**src/rtl/pin_collector.sv**
```systemverilog
// pin_collector: gathers up to ten asynchronous input pins into one registered bus.
// Each pin passes through a two-flop synchronizer. The synchronized vector is optionally
// debounced, and per-bit rise/fall change events are reported over a valid/ready handshake.
//
// Build option: define PIN_COLLECTOR_DEBOUNCE_EN to include the cand/cnt debounce stage.
// Without it, every change at the synchronizer output is accepted on the next edge, and
// DEBOUNCE is ignored.
//
// Reset is synchronous and active-low (rstn sampled on the rising edge of clk).

module pin_collector #(
    parameter int unsigned WIDTH    = 10,
    parameter int unsigned DEBOUNCE = 16
) (
    input  logic             clk,
    input  logic             rstn,
    input  logic             i0,
    input  logic             i1,
    input  logic             i2,
    input  logic             i3,
    input  logic             i4,
    input  logic             i5,
    input  logic             i6,
    input  logic             i7,
    input  logic             i8,
    input  logic             i9,
    output logic [WIDTH-1:0] o,
    output logic             evt_valid,
    input  logic             evt_ready,
    output logic [WIDTH-1:0] evt_rise,
    output logic [WIDTH-1:0] evt_fall
);

    // Elaboration-time guard on legal parameter ranges.
    if (WIDTH < 1 || WIDTH > 10) begin : g_bad_width
        $error("pin_collector: WIDTH must be 1..10");
    end
    if (DEBOUNCE < 2 || DEBOUNCE > 65536) begin : g_bad_debounce
        $error("pin_collector: DEBOUNCE must be 2..65536");
    end

    // Pins at or above WIDTH are dropped here.
    logic [9:0]       pins_all;
    logic [WIDTH-1:0] pins;

    assign pins_all = {i9, i8, i7, i6, i5, i4, i3, i2, i1, i0};
    assign pins     = pins_all[WIDTH-1:0];

    // Synchronizer and output state.
    logic [WIDTH-1:0] s1_q, s2_q;
    logic [WIDTH-1:0] o_q, o_d;
    logic [WIDTH-1:0] rise_q, rise_d;
    logic [WIDTH-1:0] fall_q, fall_d;
    logic             valid_q, valid_d;

    // accept: a new vector is taken into o on this edge; new_val is that vector.
    logic             accept;
    logic [WIDTH-1:0] new_val;
    logic             handshake;

`ifdef PIN_COLLECTOR_DEBOUNCE_EN
    localparam int unsigned CntW   = (DEBOUNCE > 2) ? $clog2(DEBOUNCE) : 1;
    localparam logic [CntW-1:0] CntMax = CntW'(DEBOUNCE - 1);

    logic [WIDTH-1:0] cand_q, cand_d;
    logic [CntW-1:0]  cnt_q, cnt_d;

    // Debounce next-state: any difference restarts the count, otherwise count and saturate.
    always_comb begin
        cand_d = cand_q;
        cnt_d  = cnt_q;
        if (s2_q != cand_q) begin
            cand_d = s2_q;
            cnt_d  = '0;
        end else if (cnt_q != CntMax) begin
            cnt_d = cnt_q + CntW'(1);
        end
    end

    // Debounce state register.
    always_ff @(posedge clk) begin
        if (!rstn) begin
            cand_q <= '0;
            cnt_q  <= '0;
        end else begin
            cand_q <= cand_d;
            cnt_q  <= cnt_d;
        end
    end

    assign accept  = (cnt_q == CntMax) && (s2_q == cand_q) && (cand_q != o_q);
    assign new_val = cand_q;
`else
    // No debounce: o tracks s2 one edge later.
    assign accept  = (s2_q != o_q);
    assign new_val = s2_q;
`endif

    assign handshake = valid_q && evt_ready;

    // Output and event-mask next-state. A handshake clears the masks first, so a
    // simultaneous accept leaves only the fresh change bits and keeps valid high.
    always_comb begin
        o_d     = o_q;
        rise_d  = rise_q;
        fall_d  = fall_q;
        valid_d = valid_q;
        if (handshake) begin
            rise_d  = '0;
            fall_d  = '0;
            valid_d = 1'b0;
        end
        if (accept) begin
            o_d     = new_val;
            rise_d  = rise_d | (new_val & ~o_q);
            fall_d  = fall_d | (~new_val & o_q);
            valid_d = 1'b1;
        end
    end

    // Synchronizer, output and event state registers.
    always_ff @(posedge clk) begin
        if (!rstn) begin
            s1_q    <= '0;
            s2_q    <= '0;
            o_q     <= '0;
            rise_q  <= '0;
            fall_q  <= '0;
            valid_q <= 1'b0;
        end else begin
            s1_q    <= pins;
            s2_q    <= s1_q;
            o_q     <= o_d;
            rise_q  <= rise_d;
            fall_q  <= fall_d;
            valid_q <= valid_d;
        end
    end

    assign o         = o_q;
    assign evt_valid = valid_q;
    assign evt_rise  = rise_q;
    assign evt_fall  = fall_q;

endmodule

```
**config.mk**
```make
export PLATFORM = sky130hd
export DESIGN_NAME = pin_collector
export DESIGN_NICKNAME = d
export VERILOG_FILES = /design/src/rtl/pin_collector.sv
export SDC_FILE = /design/constraint.sdc
export NUM_CORES = 1
export LEC_CHECK = 0
export CAP_MARGIN = 5
export CORE_ASPECT_RATIO = 0.75
export CORE_MARGIN = 2
export CORE_UTILIZATION = 53
export DETAILED_ROUTE_END_ITERATION = 16
export GPL_ROUTABILITY_DRIVEN = 0
export PLACE_DENSITY = 0.89
export SETUP_SLACK_MARGIN = 0.02
export SLEW_MARGIN = 20
export SYNTH_ARGS = -nofsm -noshare
export SYNTH_HDL_FRONTEND = slang
export SYNTH_SLANG_ARGS = --single-unit
```
**constraint.sdc**
```tcl
create_clock -name clk -period 3.5 [get_ports clk]
set_input_delay 1.05 -clock clk [delete_from_list [all_inputs] [get_ports clk]]
set_output_delay 1.05 -clock clk [all_outputs]
set_load 0.03 [all_outputs]
```
==> metrics.md, run 1 <==
| Metric | Value |
|---|---|
| Num ports | `44` |
| Vias in the first global route | `1128` |
| Crit path required time | `3.75 ns` |
| Fmax | `405 MHz` |
| Via count | `1267` |
| Sink Count | `51` |
| Hold crit path type | `reg2reg` |
| Initial antenna violation count | `0` |
| Worst Path Max Fanout | `20` |
| HP Start | `s1_q[4]` |
| CTS clock-pin slew for the worst setup and hold paths | `0.08 ns` |
| Hold slack | `0.431 ns` |
| Max Slew Vio Count | `0` |
| Port Buffers | `43` |
| Crit path time final | `2.47 ns` |
| Mean Syn Cell Area | `10.9 um2` |
| Peak VDD IR | `320 uV` |
| Asr flop ratio synth | `0%` |
| Syn Inst Count | `179` |
| Diodes inserted | `0` |
| Warnings, synthesis | `0` |
| DR pass1 iterations | `4` |
| Gr usage total | `17.2%` |
| Relative slew slack | `29.7%` |
| GRT overflow | `0` |
| Setup TNS | `0 ns` |
| RSZ-0062 raised after global routing | `false` |
| Area Overhead vs Synth | `28.1%` |
| Synth area leaders | `dfxtp_1 52%, ha_1 13%, a22o_2 9.7%` |
| Setup repair bufs after CTS | `0` |
| CP endpoint kind | `register` |
| Synth Register Bits | `51` |
| Vias/cell | `4.62` |
| Clock Tree Root | `clkbuf_8` |
| Post-synth top area share | `52.3%` |
| Synth area leader | `dfxtp_1` |
| CTS tree | `yes` |
| Die Wd | `74.1 um` |
| Worst-margin pin slew | `1.05 ns` |
| DIE AREA | `0.00419 mm2` |
| Synth unique cells | `17` |
| CTS buffer count | `5` |
| Cell Rows | `19` |
| Sequential area share after synthesis | `52.3%` |
| # nets final | `255` |
| Outcome | `finished, final reports clean` |
| Final setup viols | `0` |
| Worst Skew | `0.00710 ns` |
| Final core occ | `69.6%` |
| Worst-case clock buffer depth | `2` |
| Post-CTS sizing | `0` |
| Post-detailed-route wirelength per cell | `12.1 um` |
| Detail Route Antenna Nets | `0` |
| Core footprint | `0.00359 mm2` |
| Max-Cap Viols | `0` |
| R2r startpoint | `o[6]` |
| Clk_lat worst skew | `0.31 ns` |
| Final hold viol count | `0` |
| Synth top cells by count | `51 x dfxtp_1, 21 x inv_1, 21 x nand2_1, 20 x and2_1, 20 x ha_1` |
| Layout cells sized above 1 | `13.1%` |
| DRC | `0` |
| Initial drt markers | `42` |
| Hold_buf cts | `0` |
| Kind of critical path | `in2reg` |
| Count leader, synth | `dfxtp_1` |
| P_leak | `0.995 nW` |
| Final WL | `3.31 mm` |
| Worst setup margin | `1.03 ns` |
| Main synth FF type | `dfxtp_1` |
| Pwr dens | `450 mW/mm2` |
| Synthesized cell area | `0.00195 mm2` |
| Syn Nets | `212` |
| Detailed placer's ending HPWL | `2.37 mm` |
| First-pass GRT wire length | `5.27 mm` |
| Period utilisation layout | `70.5%` |
| Pre-CTS setup slack | `0.737 ns` |
| # H-tree levels | `2` |
| Starting Density | `54.3%` |
| Critical Path AT | `2.72 ns` |
| Die height | `56.5 um` |
| Post-synth EDFFs | `0` |
| Critical Path Source | `rstn` |
| Startpoint Class | `input pin` |
| Largest net degree at the start of global routing | `32` |
| Total Power | `1.13 mW` |
[stage by stage]
step,instance area [um2],instances
after global placement,2410,267
after detailed placement,2410,267
after floorplan,1950,179
after global routing,2500,274
final,2500,274
after CTS,2500,274
[area by class of cell]
cell class                      count  area [um2]
Timing Repair Buffer               45         445
Inverter                           21        78.8
Clock buffer                        6        82.6
Tap cell                           52        65.1
Sequential cell                    51        1020
Multi-Input combinational cell     98         801
Fill cell                         287        1090
Clock inverter                      1        5.00
[registers in the layout, summed over array words and instances (netlist names)]
register and count:
o 10, evt_valid 1, s1_q 10, evt_rise 10, evt_fall 10, new_val 10
[cells by family after synthesis]
family / count (synthesis) / share of synthesized area (%)
compound gates: 23 / 11.2
mux: 10 / 5.13
fa+ha+maj: 20 / 12.8
flops: 51 / 52.3
simple gates: 45 / 11.7
buf+inv: 30 / 6.86
[per-layer routing]
metal	track usage [%]	share of wire [%]	routed length [um]	up-vias
li1	-	-	-	666
met1	23.6	51	1680	555
met2	23.5	41	1370	38
met3	5.39	5.4	178	8
met4	10.4	2.6	85	0
met5	0	0	0	-
[where the power goes]
group          leakage (nW)  internal [mW]  switching (mW)
clock network        0.0470          0.155           0.183
registers             0.418          0.608          0.0181
logic                 0.531         0.0752          0.0864
[placed cells by master, fill, tap and decap left out, drive strengths merged]
master | Yosys | layout
a21oi | 2 | 2
nand2 | 21 | 21
buf | 5 | 2
inv | 21 | 21
clkinv | 0 | 1
clkdlybuf4s50 | 0 | 43
nand2b | 1 | 1
dfxtp | 51 | 51
a22o | 20 | 20
mux2i | 10 | 10
nor3 | 1 | 1
clkbuf | 4 | 6
nand4 | 2 | 2
o31a | 1 | 1
ha | 20 | 20
and2 | 20 | 20
[worst max-delay path: stages]
cell	delay (ns)
clkdlybuf4s50_1	0.72
o31a_1	0.69
a22o_2	0.26
[path summary, 6_finish.rpt]
check                     end  depth (start not counted)  slack, ns
hold / removal     new_val[4]                          1       0.43
hold reg to reg    new_val[4]                          1       0.43
setup / recovery  evt_rise[9]                          3       1.03
setup reg to reg         o[4]                          5       1.40
Note: power is estimated with default switching activity, not from simulation.
==> run 2: changes to the inputs <==
Settings changed: CORE_UTILIZATION 53 to 44, PLACE_DENSITY 0.89 to 0.79.
Clock period 3.5 ns to 2.2 ns, I/O delays scaled along.
==> metrics.md, run 2 (synthesized netlist as in run 1, its figures left out) <==
| Metric | Value |
|---|---|
| Period utilisation layout | `93.4%` |
| Final WL | `3.28 mm` |
| Combinational share of power | `14.9%` |
| Hold crit path type | `reg2reg` |
| Clk_lat worst skew | `0.29 ns` |
| Fmax | `487 MHz` |
| Sink Count | `51` |
| Clock Tree Root | `clkbuf_8` |
| Pwr dens | `706 mW/mm2` |
| CTS buffer count | `5` |
| Post-CTS sizing | `0` |
| Vias/cell | `4.53` |
| Final setup viols | `0` |
| Critical Path AT | `1.39 ns` |
| Dpl cells | `271` |
| Largest net degree at the start of global routing | `41` |
| Hold_buf cts | `0` |
| Commonest non-fill, non-tap cell in the layout | `dfxtp_1` |
| Starting Density | `47.0%` |
| Via count | `1259` |
| DR pass1 iterations | `4` |
| Worst Skew | `0.0118 ns` |
| Layout cells sized above 1 | `13.5%` |
| Uppermost layer routed | `met4` |
| Setup TNS | `0 ns` |
| Initial drt markers | `85` |
| Core footprint | `0.00415 mm2` |
| Final instance area | `0.00251 mm2` |
| Startpoint Class | `register` |
| Post-Place Cell Area | `0.00242 mm2` |
| Port Buffers | `43` |
| Crit path time final | `2.05 ns` |
| Final core occ | `60.4%` |
| Switch Pwr | `0.436 mW` |
| # nets final | `256` |
| CP max stage cell | `clkdlybuf4s50_1` |
| GRT overflow | `0` |
| Kind of critical path | `reg2out` |
| Hold slack | `0.433 ns` |
| Max Slew Vio Count | `0` |
| # fillers | `359` |
| Final hold viol count | `0` |
| # H-tree levels | `2` |
| Relative slew slack | `49.5%` |
| Post-detailed-route wirelength per cell | `11.8 um` |
| M1 WL | `1.76 mm` |
| Part of the power in registers | `56.1%` |
| DRC | `0` |
| Detailed placer's ending HPWL | `2.34 mm` |
| Power Internal | `1.34 mW` |
| CTS clock-pin slew for the worst setup and hold paths | `0.09 ns` |
| Initial antenna violation count | `0` |
| Worst-case clock buffer depth | `2` |
| Detail Route Antenna Nets | `0` |
| Max incr delay on CP | `0.70 ns` |
| DIE AREA | `0.00499 mm2` |
| CTS tree | `yes` |
| Max-Cap Viols | `0` |
| Setup repair bufs after CTS | `0` |
| CP endpoint kind | `output pin` |
| Diodes inserted | `0` |
| Area Overhead vs Synth | `28.7%` |
| Die height | `61.7 um` |
| Num ports | `44` |
| Critical path, cell by cell | `clkdlybuf4s50_1` |
| Switching part of the total power | `24.6%` |
| Gr usage total | `14.7%` |
| Final non-filler cell total | `278` |
| Met3 WL | `178 um` |
| Peak VDD IR | `359 uV` |
| RSZ-0062 raised after global routing | `false` |
| Outcome | `finished, final reports clean` |
| Worst Path Max Fanout | `4` |
| P_leak | `1.00 nW` |
| Vias in the first global route | `1151` |
| CP delay by family, top | `buffers and inverters` |
| Cell Rows | `20` |
| Clock power share | `29.0%` |
| Commonest cells after routing, fill and taps aside | `51 x dfxtp_1, 43 x clkdlybuf4s50_1, 21 x inv_1, 21 x nand2_1` |
| WL met2 | `1.32 mm` |
| First-pass GRT wire length | `5.46 mm` |
| Worst-margin pin slew | `0.758 ns` |
| Crit path required time | `1.54 ns` |
| Die Wd | `80.9 um` |
| Buffers and inverters on the worst path | `1` |
run 2: cell count changes in the layout (fill, tap and decap cells not counted):
cell and change:
buf_4 +1
run 2: area by class of cell:
| class | instances | area (um2) | share of cell area [%] |
|---|---|---|---|
| inverters | 21 | 78.8 | 3.14 |
| repair buffers | 46 | 453 | 18.0 |
| clock buffers | 6 | 82.6 | 3.29 |
| well taps | 55 | 68.8 | 2.74 |
| flip-flops and latches | 51 | 1020 | 40.7 |
| multi-input cells | 98 | 801 | 31.9 |
| clock inverters | 1 | 5.00 | 0.199 |
run 2: power groups by stage:
| stage | Clock, mW | Sequential, mW | Combinational (mW) |
|---|---|---|---|
| floorplan | 0 | 1.06 | 0.119 |
| global placement | 0 | 1.02 | 0.262 |
| detailed placement | 0 | 1.02 | 0.265 |
| CTS | 0.533 | 0.995 | 0.266 |
| global route | 0.567 | 1.00 | 0.287 |
| finish | 0.514 | 0.995 | 0.263 |
run 2: metrics by stage:
stage,setup slack (ns),power [mW]
finish,0.145,1.77
global route,0.0767,1.85
CTS,0.121,1.79
detailed placement,0.0796,1.28
global placement,0.0732,1.28
floorplan,0.416,1.18
run 2: worst register-to-register path, cell delays in order (launching register included):
cell,delay (ns)
dfxtp_1,0.39
inv_1,0.06
ha_1,0.29
nand4_1,0.14
o31a_1,0.55
a22o_2,0.35
run 2: worst paths after layout:
path,from,cells after the start,slack [ns],to
max,o[4],1,0.15,o[4]
min,s1_q[4],1,0.43,new_val[4]
max reg2reg,o[1],5,0.32,evt_rise[1]
min reg2reg,s1_q[4],1,0.43,new_val[4]
run 2: layer usage:
| layer | track usage (%) | vias to the layer above |
|---|---|---|
| met4 | 5.81 | 0 |
| met2 | 21.3 | 40 |
| met1 | 20.8 | 554 |
| li1 | - | 663 |
| met3 | 4.40 | 2 |
| met5 | 0 | - |
